`src/rtl/kof_anim_pkg.sv`:
```
// Shared definitions for the KOF character animation sequencers and sprite renderers.
// Holds the state encoding and the default frame counts.
package kof_anim_pkg;

    localparam int unsigned CNT_W = 8;

    localparam int unsigned FRAME_DIV_DEF      = 4;
    localparam int unsigned STAND_FRAMES_DEF   = 8;
    localparam int unsigned ATTACK_FRAMES_DEF  = 6;
    localparam int unsigned MOVEL_FRAMES_DEF   = 10;
    localparam int unsigned MOVER_FRAMES_DEF   = 9;
    localparam int unsigned DEFENSE_FRAMES_DEF = 1;
    localparam int unsigned HURT_FRAMES_DEF    = 5;

    typedef enum logic [CNT_W-1:0] {
        ST_STAND   = 8'd0,
        ST_ATTACK  = 8'd1,
        ST_MOVEL   = 8'd2,
        ST_MOVER   = 8'd3,
        ST_DEFENSE = 8'd4,
        ST_HURT    = 8'd5
    } anim_state_t;

endpackage

```
`src/rtl/anim_tick_gen.sv`:
```
// Turns the asynchronous frame strobe into a one-Clk animation tick,
// emitted once every FRAME_DIV rising edges of frame_clk.
module anim_tick_gen
    import kof_anim_pkg::*;
#(
    parameter int unsigned FRAME_DIV = FRAME_DIV_DEF
) (
    input  logic Clk,
    input  logic Reset_n,
    input  logic frame_clk,
    output logic anim_tick
);

    localparam logic [CNT_W-1:0] DIV_LAST = CNT_W'(FRAME_DIV - 1);

    logic             sync1;
    logic             sync2;
    logic             sync3;
    logic [CNT_W-1:0] div_cnt;
    logic             rise;

    assign rise = sync2 & ~sync3;

    // sync1/sync2 resolve metastability; sync3 is the edge-detect history
    always_ff @(posedge Clk or negedge Reset_n) begin
        if (!Reset_n) begin
            sync1     <= 1'b0;
            sync2     <= 1'b0;
            sync3     <= 1'b0;
            div_cnt   <= '0;
            anim_tick <= 1'b0;
        end else begin
            sync1     <= frame_clk;
            sync2     <= sync1;
            sync3     <= sync2;
            anim_tick <= 1'b0;
            if (rise) begin
                if (div_cnt >= DIV_LAST) begin
                    div_cnt   <= '0;
                    anim_tick <= 1'b1;
                end else begin
                    div_cnt <= div_cnt + CNT_W'(1);
                end
            end
        end
    end

endmodule

```
`src/rtl/character2_anim_ctrl.sv`:
```
// Animation sequencer for character 2: selects the sprite state and the frame
// index within it, advancing once per animation tick.
module character2_anim_ctrl
    import kof_anim_pkg::*;
#(
    parameter int unsigned FRAME_DIV      = FRAME_DIV_DEF,
    parameter int unsigned STAND_FRAMES   = STAND_FRAMES_DEF,
    parameter int unsigned ATTACK_FRAMES  = ATTACK_FRAMES_DEF,
    parameter int unsigned MOVEL_FRAMES   = MOVEL_FRAMES_DEF,
    parameter int unsigned MOVER_FRAMES   = MOVER_FRAMES_DEF,
    parameter int unsigned DEFENSE_FRAMES = DEFENSE_FRAMES_DEF,
    parameter int unsigned HURT_FRAMES    = HURT_FRAMES_DEF
) (
    input  logic             Clk,
    input  logic             Reset_n,
    input  logic             frame_clk,
    input  logic             move_l2,
    input  logic             move_r2,
    input  logic             defend2,
    input  logic             attack_req2,
    input  logic             character2_hurt,
    output logic [CNT_W-1:0] character2_state,
    output logic [CNT_W-1:0] frame_num,
    output logic             attack,
    output logic             busy
);

    logic             anim_tick;
    anim_state_t      state_q;
    anim_state_t      state_d;
    logic [CNT_W-1:0] frame_d;
    logic [CNT_W-1:0] last_frame;
    logic             hit_pend_q;
    logic             hit_pend_d;
    logic             atk_pend_q;
    logic             atk_pend_d;
    logic             hit_in;
    logic             atk_in;
    logic             one_shot;
    logic             attack_d;
    logic             busy_d;

    anim_tick_gen #(
        .FRAME_DIV (FRAME_DIV)
    ) u_tick (
        .Clk       (Clk),
        .Reset_n   (Reset_n),
        .frame_clk (frame_clk),
        .anim_tick (anim_tick)
    );

    function automatic logic [CNT_W-1:0] frames_last(input anim_state_t s);
        case (s)
            ST_ATTACK:  return CNT_W'(ATTACK_FRAMES - 1);
            ST_MOVEL:   return CNT_W'(MOVEL_FRAMES - 1);
            ST_MOVER:   return CNT_W'(MOVER_FRAMES - 1);
            ST_DEFENSE: return CNT_W'(DEFENSE_FRAMES - 1);
            ST_HURT:    return CNT_W'(HURT_FRAMES - 1);
            default:    return CNT_W'(STAND_FRAMES - 1);
        endcase
    endfunction

    assign character2_state = CNT_W'(state_q);

    // Next state, frame index and request latches; a live pulse counts as pending
    always_comb begin
        hit_in     = hit_pend_q | character2_hurt;
        atk_in     = atk_pend_q | attack_req2;
        last_frame = frames_last(state_q);
        one_shot   = (state_q == ST_ATTACK) || (state_q == ST_HURT);
        state_d    = state_q;
        frame_d    = frame_num;
        hit_pend_d = hit_in;
        atk_pend_d = atk_in;

        if (anim_tick) begin
            if (hit_in) begin
                state_d    = ST_HURT;
                frame_d    = '0;
                hit_pend_d = hit_pend_q & character2_hurt;
            end else if (one_shot && (frame_num < last_frame)) begin
                frame_d = frame_num + CNT_W'(1);
            end else begin
                if (atk_in) begin
                    state_d    = ST_ATTACK;
                    atk_pend_d = atk_pend_q & attack_req2;
                end else if (defend2) begin
                    state_d = ST_DEFENSE;
                end else if (move_l2 && move_r2) begin
                    state_d = ST_STAND;
                end else if (move_l2) begin
                    state_d = ST_MOVEL;
                end else if (move_r2) begin
                    state_d = ST_MOVER;
                end else begin
                    state_d = ST_STAND;
                end

                if ((state_d != state_q) || (frame_num >= last_frame)) begin
                    frame_d = '0;
                end else begin
                    frame_d = frame_num + CNT_W'(1);
                end
            end
        end

        attack_d = (state_d == ST_ATTACK);
        busy_d   = (state_d == ST_ATTACK) || (state_d == ST_HURT);
    end

    always_ff @(posedge Clk or negedge Reset_n) begin
        if (!Reset_n) begin
            state_q    <= ST_STAND;
            frame_num  <= '0;
            attack     <= 1'b0;
            busy       <= 1'b0;
            hit_pend_q <= 1'b0;
            atk_pend_q <= 1'b0;
        end else begin
            state_q    <= state_d;
            frame_num  <= frame_d;
            attack     <= attack_d;
            busy       <= busy_d;
            hit_pend_q <= hit_pend_d;
            atk_pend_q <= atk_pend_d;
        end
    end

endmodule
```
`config.mk`:
```
export PLATFORM = sky130hd
export DESIGN_NAME = character2_anim_ctrl
export DESIGN_NICKNAME = d
export VERILOG_FILES = /design/src/rtl/kof_anim_pkg.sv /design/src/rtl/anim_tick_gen.sv /design/src/rtl/character2_anim_ctrl.sv
export SDC_FILE = /design/constraint.sdc
export NUM_CORES = 1
export LEC_CHECK = 0
export BUFFER_PORTS_ARGS = -buffer_cell sky130_fd_sc_hd__buf_2
export CAP_MARGIN = 20
export CORE_ASPECT_RATIO = 0.5
export CORE_MARGIN = 1
export CORE_UTILIZATION = 35
export CTS_BUF_LIST = sky130_fd_sc_hd__clkbuf_4 sky130_fd_sc_hd__clkbuf_8
export CTS_CLUSTER_DIAMETER = 40
export DETAILED_ROUTE_END_ITERATION = 8
export PLACE_DENSITY = 0.64
export SLEW_MARGIN = 5
export SYNTH_ARGS = -nofsm -noshare
export SYNTH_HDL_FRONTEND = slang
export SYNTH_SLANG_ARGS = --single-unit
```
`constraint.sdc`:
```
create_clock -name Clk -period 3.9 [get_ports Clk]
set_input_delay 0.39 -clock Clk [delete_from_list [all_inputs] [get_ports Clk]]
set_output_delay 0.39 -clock Clk [all_outputs]
set_load 0.02 [all_outputs]
```
* Word-level counts from Yosys, hierarchy flattened
Index checks and enable logic that the tools add are counted.
** Word-level totals
- Word-level logic and storage cells :: 59
- Input bits :: 8
- Output and inout bits :: 18
- Register bits after elaboration :: 32
- Bits in read-only memories :: 0
- Memories kept :: 0
- Bits in latches :: 0
- Memory bits (writable) :: 0
** Cells by class
- Divide/modulo/power cells :: 0
- Multiplexer cells :: 24
- Reduce and logical (&&, ||, !) cells :: 5
- Equal/unequal tests :: 8
- $lt $le $gt $ge :: 3
- Add/subtract/negate cells :: 2
- Shift operators :: 0
- $mul :: 0
- Bitwise operators :: 6
** Operators with widths (count)
- 8-bit two-way mux :: 10
- 8-bit by 3-bit == test with 1-bit output, second input constant :: 3
- 4-bit one-hot mux with 5 select lines :: 1
- 8-bit by 1-bit adder with 8-bit output, second input constant :: 2
- 8-bit by 1-bit == test with 1-bit output, second input constant :: 2
- 8-bit by 2-bit == test with 1-bit output, second input constant :: 2
- 8-bit by 2-bit >= comparator with 1-bit output, second input constant :: 1
- 8-bit >= comparator :: 1
- 8-bit less-than comparator :: 1
- 1-bit two-way mux :: 8
- 8-bit inequality test :: 1
- 2-bit two-way mux :: 3
- 3-bit two-way mux :: 2
- 1-bit bitwise AND :: 3
- 1-bit logical OR :: 3
- 1-bit logical AND :: 2
- 1-bit bitwise OR :: 2
- 1-bit inverter :: 1

* Longest topological paths before layout
- Depth in word-level cells :: 13
- Depth in mapped cells :: 10
- Gate-level depth less buffers :: 10

* Modules after synthesis
From an unflattened synthesis, not the netlist that was laid out.
** Second synthesis, totals
- Cells, all modules :: 134
- Area total of the unflattened synthesis :: 1527.7 um^2
** Modules (own cells, without submodules)
- character2_anim_ctrl :: seq. area each 500.5 um^2, area each 1044.8 um^2, times used 1, cells an instance 94
- anim_tick_gen :: seq. area each 300.3 um^2, area each 483.0 um^2, times used 1, cells an instance 40

* Least setup slack after synthesis
OpenSTA, ideal clock, no wires.
- Path type :: register to register
- From :: register state_q[1] (netlist: character2_state[1])
- To :: register frame_num[0]
- Library setup time :: 125 ps
- Data arrival time :: 2193 ps
- Clock period less this slack :: 2318 ps
- Buffers on the path :: 1
- Slack :: 1582 ps
- Required time :: 3775 ps
- Cell stages (with the launch flop) :: 11
- Path through :: dfrtp_1 clkbuf_1 nand2b_1 nor2_1 nor2b_1 ha_1 nand2_1 o311ai_2 nand2_2 and3_4 mux2_4
** On the way
- Cells in the longest elaborated chain, start to end :: 7
- Elaborated cells between the ends (all ways) :: 15
- Classes of those cells :: order compare: 2; eq/ne: 6; mux: 4; reduce/logical: 3
** Ends and longest elaborated chain
- from (decl) :: RTL line character2_anim_ctrl.sv:29 : anim_state_t state_q;
- from (signal assigned) :: RTL line character2_anim_ctrl.sv:120 : state_q <= state_d;
- 8-bit by 3-bit == test with 1-bit output, or another cell as far along :: RTL line character2_anim_ctrl.sv:53, character2_anim_ctrl.sv:70
- 4-bit one-hot mux with 5 select lines :: RTL line character2_anim_ctrl.sv:53 : case (s)
- 8-bit >= comparator :: RTL line character2_anim_ctrl.sv:99 : if ((state_d != state_q) || (frame_num >= last_frame)) begin
- 1-bit logical OR :: RTL line character2_anim_ctrl.sv:99
- 8-bit two-way mux :: RTL line character2_anim_ctrl.sv:99
- 8-bit two-way mux * :: RTL line character2_anim_ctrl.sv:81 : end else if (one_shot && (frame_num < last_frame)) begin
- 8-bit two-way mux * :: RTL line character2_anim_ctrl.sv:77 : if (hit_in) begin
- to (signal assigned) :: RTL line character2_anim_ctrl.sv:121 : frame_num <= frame_d;
- to (decl) :: RTL line character2_anim_ctrl.sv:23 : output logic [CNT_W-1:0] frame_num,
Mark *: on every way between the ends. The rest lies on a longest branch, timed or not.
A chain may end at the register's enable or synchronous reset.

* Worst setup path in the final report
- From :: register state_q[3] (netlist: character2_state[3])
- To :: register attack
** On the way
- Cells in the longest elaborated chain, start to end :: 8
- Elaborated cells between the ends (all ways) :: 13
- Classes of those cells :: order compare: 1; eq/ne: 6; mux: 4; reduce/logical: 2
** Ends and longest elaborated chain
- 8-bit by 3-bit == test with 1-bit output, or another cell as far along :: RTL line character2_anim_ctrl.sv:53, character2_anim_ctrl.sv:70
- 4-bit one-hot mux with 5 select lines :: RTL line character2_anim_ctrl.sv:53
- 8-bit less-than comparator :: RTL line character2_anim_ctrl.sv:81
- 1-bit logical AND :: RTL line character2_anim_ctrl.sv:81
- 8-bit two-way mux :: RTL line character2_anim_ctrl.sv:81
- 8-bit two-way mux :: RTL line character2_anim_ctrl.sv:77
- 8-bit two-way mux * :: RTL line character2_anim_ctrl.sv:76 : if (anim_tick) begin
- 8-bit by 1-bit == test with 1-bit output * :: RTL line character2_anim_ctrl.sv:107 : attack_d = (state_d == ST_ATTACK);
- net attack_d :: RTL line character2_anim_ctrl.sv:40 : logic attack_d;
- to (signal assigned) :: RTL line character2_anim_ctrl.sv:122 : attack <= attack_d;
- to (decl) :: RTL line character2_anim_ctrl.sv:24 : output logic attack,
The timed path passes the listed nets; every way through them passes the cells marked *.

==> results.json <==
{
  "ios": 26,
  "crit_path_max_incr_delay_ps": 390,
  "fin_crit_sh": 0.619,
  "finalSetupTns_ps": 0,
  "diodes": 0,
  "synth_top_family_by_area": "simple AND/OR/NAND/NOR gates",
  "grt_pass1_wl_um": 4910,
  "hold_path_class": "input pin to asynchronous set/reset pin",
  "synth_fa_ha_area_frac": 0.0707,
  "synth_top_area_cell": "dfrtp_1",
  "ctsResizeCount": 0,
  "p_leak_nw": 0.880,
  "drt_iter0_drc": 49,
  "end_kind": "register",
  "synth_compound_area_frac": 0.127,
  "num_rows": 16,
  "crit_slowest_cell": "dfrtp_1",
  "setup_viol": 0,
  "synthDistinctLibCells": 38,
  "yosys-mux-area-fraction": 0.00986,
  "cp_cell_sequence": "nor3_1, nand2_1, a211oi_1, nor2b_1, ha_1, nand2_1, o21bai_1, nand4bb_1, a32o_1, o221a_2",
  "cap_violations": 0,
  "cts.sinks": 32,
  "ant_nets": 0,
  "synth_fp_nets": 156,
  "cts-hold-fix-buffers": 0,
  "finalClockSkew_ps": 4.55,
  "cts_setup_buffers": 0,
  "ys_top_cells_by_count": "32 x dfrtp_1, 11 x nand2_1, 11 x nor2_1, 9 x and2_1, 9 x nor2b_1",
  "critPathBufInv": 0,
  "path_clk_slew_ps": 60,
  "synthToLayoutAreaGrowth_pct": 17.3,
  "cp.arrival_ps": 2580,
  "grt_pass1_vias": 1061,
  "synth_edf_count": 0,
  "p_int_mw": 0.603,
  "dp_hpwl_um": 2090,
  "die-area_mm2": 0.00463,
  "rsz0062_at_grt": "false",
  "slew_headroom": 0.526,
  "drive_gt1_frac": 0.247,
  "grt_max_degree": 33,
  "clockRootBuffer": "clkbuf_8",
  "grt_overflow": 0,
  "post-synth-top-count-cell": "dfrtp_1",
  "synth_cells": 141,
  "yosysSeqAreaShare": 0.526,
  "cts_made_buffers": 5,
  "vias": 1119,
  "synth-seq-cells": 32,
  "start_util": 0.378,
  "utilization": 0.444,
  "critPathMaxFanout": 3,
  "rrSetupSlack_ps": 1490,
  "die_x_um": 95.3,
  "coreArea_mm2": 0.00402,
  "max_freq_ghz": 0.415,
  "synth_area_leaders": "dfrtp_1 53%, ha_1 5.8%, and2_1 3.7%",
  "htreeDepth": 2,
  "io_buffers": 25,
  "min_period_ps": 2410,
  "cts_tree": "done",
  "synthSimpleGateAreaFrac": 0.234,
  "hold_viol": 0,
  "crit_top_cell": "nand2_1",
  "crit_type": "register to register",
  "synth_xor_area_frac": 0.00575,
  "die_height_um": 48.6,
  "synth_top_area_frac": 0.526,
  "insertion_delay_ps": 280,
  "cp.depth": 10,
  "reg2reg_depth": 10,
  "p_sw_frac": 0.347,
  "ir_drop_uv": 176,
  "switching_power_mw": 0.320,
  "synth_area_per_cell_um2": 10.8,
  "setup.worst_path.start_class": "register",
  "wl_um": 2890,
  "drt_pass1_iterations": 4,
  "pwr-share-clk": 0.261,
  "antenna_found_initial": 0,
  "nets": 185,
  "drt-vias-per-instance": 5.00,
  "async_flop_share": 1.00,
  "gp_congestion": 0.791,
  "wl_per_cell_um": 12.9,
  "cp.required_ps": 4060,
  "synth-main-ff-cell": "dfrtp_1",
  "crit_family": "compound AO/OA/AOI/OAI gates",
  "synth-warning-count": 0,
  "tightest_slew_ps": 711,
  "synth_area_mm2": 0.00152,
  "powerDensity_mw_per_mm2": 517,
  "cts_buffer_depth": 2,
  "drc": 0,
  "p_seq_frac": 0.442,
  "p_comb_frac": 0.296,
  "status": "completed",
  "drv_slew": 0,
  "gr-usage-all-layers": 0.143
}
[power groups by stage]
stage                     logic (mW)  registers [mW]  clock network, mW
final                          0.273           0.408              0.241
after global routing           0.303           0.414              0.267
after CTS                      0.276           0.408              0.252
after detailed placement       0.273           0.414                  0
after global placement         0.265           0.413                  0
after floorplan                0.185           0.425                  0
[final timing paths]
path | from | to
max in group asynchronous | Reset_n | character2_state[7]
min reg2reg | u_tick.sync1 | u_tick.sync2
min | Reset_n | u_tick.div_cnt[2]
min in group Clk | frame_clk | u_tick.sync1
max reg2reg | character2_state[3] | attack
max | character2_state[3] | attack
[sequential cells by signal, summed over array words and instances, names as in the netlist]
name and count:
attack 1, hit_pend_q 1, u_tick.sync3 1, atk_pend_q 1
u_tick.sync2 1, u_tick.sync1 1, character2_state 8, frame_num 8
busy 1, u_tick.div_cnt 8, u_tick.anim_tick 1
[area by class of cell]
cell class              instances  area [µm²]
fillers                       391        2240
flip-flops and latches         32         801
multi-input cells              98         681
repair buffers                 25         125
clock buffers                   6        76.3
well taps                      54        67.6
inverters                       8        30.0
clock inverters                 1        5.00
[routing by layer]
metal,up-vias,wire length [µm],GRT usage
met1,536,1440,0.187
met2,19,1260,0.207
li1,559,-,-
met5,-,0,0
met4,0,53,0.0758
met3,5,132,0.0487
[kinds of logic (layout without fill, tap and decap cells)]
kind of cell,after synthesis,after routing
compound gates,23,23
buf+inv,11,40
fa+ha+maj,9,9
simple gates,64,64
flops,32,32
mux,1,1
xor+xnor,1,1
[layout by cell type (no fill, tap or decap), types with 5 or more instances in the layout]
cell type / instances
clkbuf_8: 5
inv_1: 8
ha_1: 7
nor2_1: 11
nand2_1: 11
nor3_1: 6
nor2b_1: 9
buf_2: 25
and2_1: 9
nand3_1: 6
dfrtp_1: 32
[stage by stage]
step	hold slack (ps)	cell area (µm²)	worst slack (ps)	cells	power, mW
after floorplan	94.4	1520	1580	141	0.610
after global placement	336	1700	1520	217	0.678
after detailed placement	343	1700	1510	217	0.687
after CTS	174	1790	1490	224	0.936
after global routing	193	1790	1320	224	0.984
final	157	1790	1490	224	0.923
No activity file was read; power rests on OpenSTA's default activity.
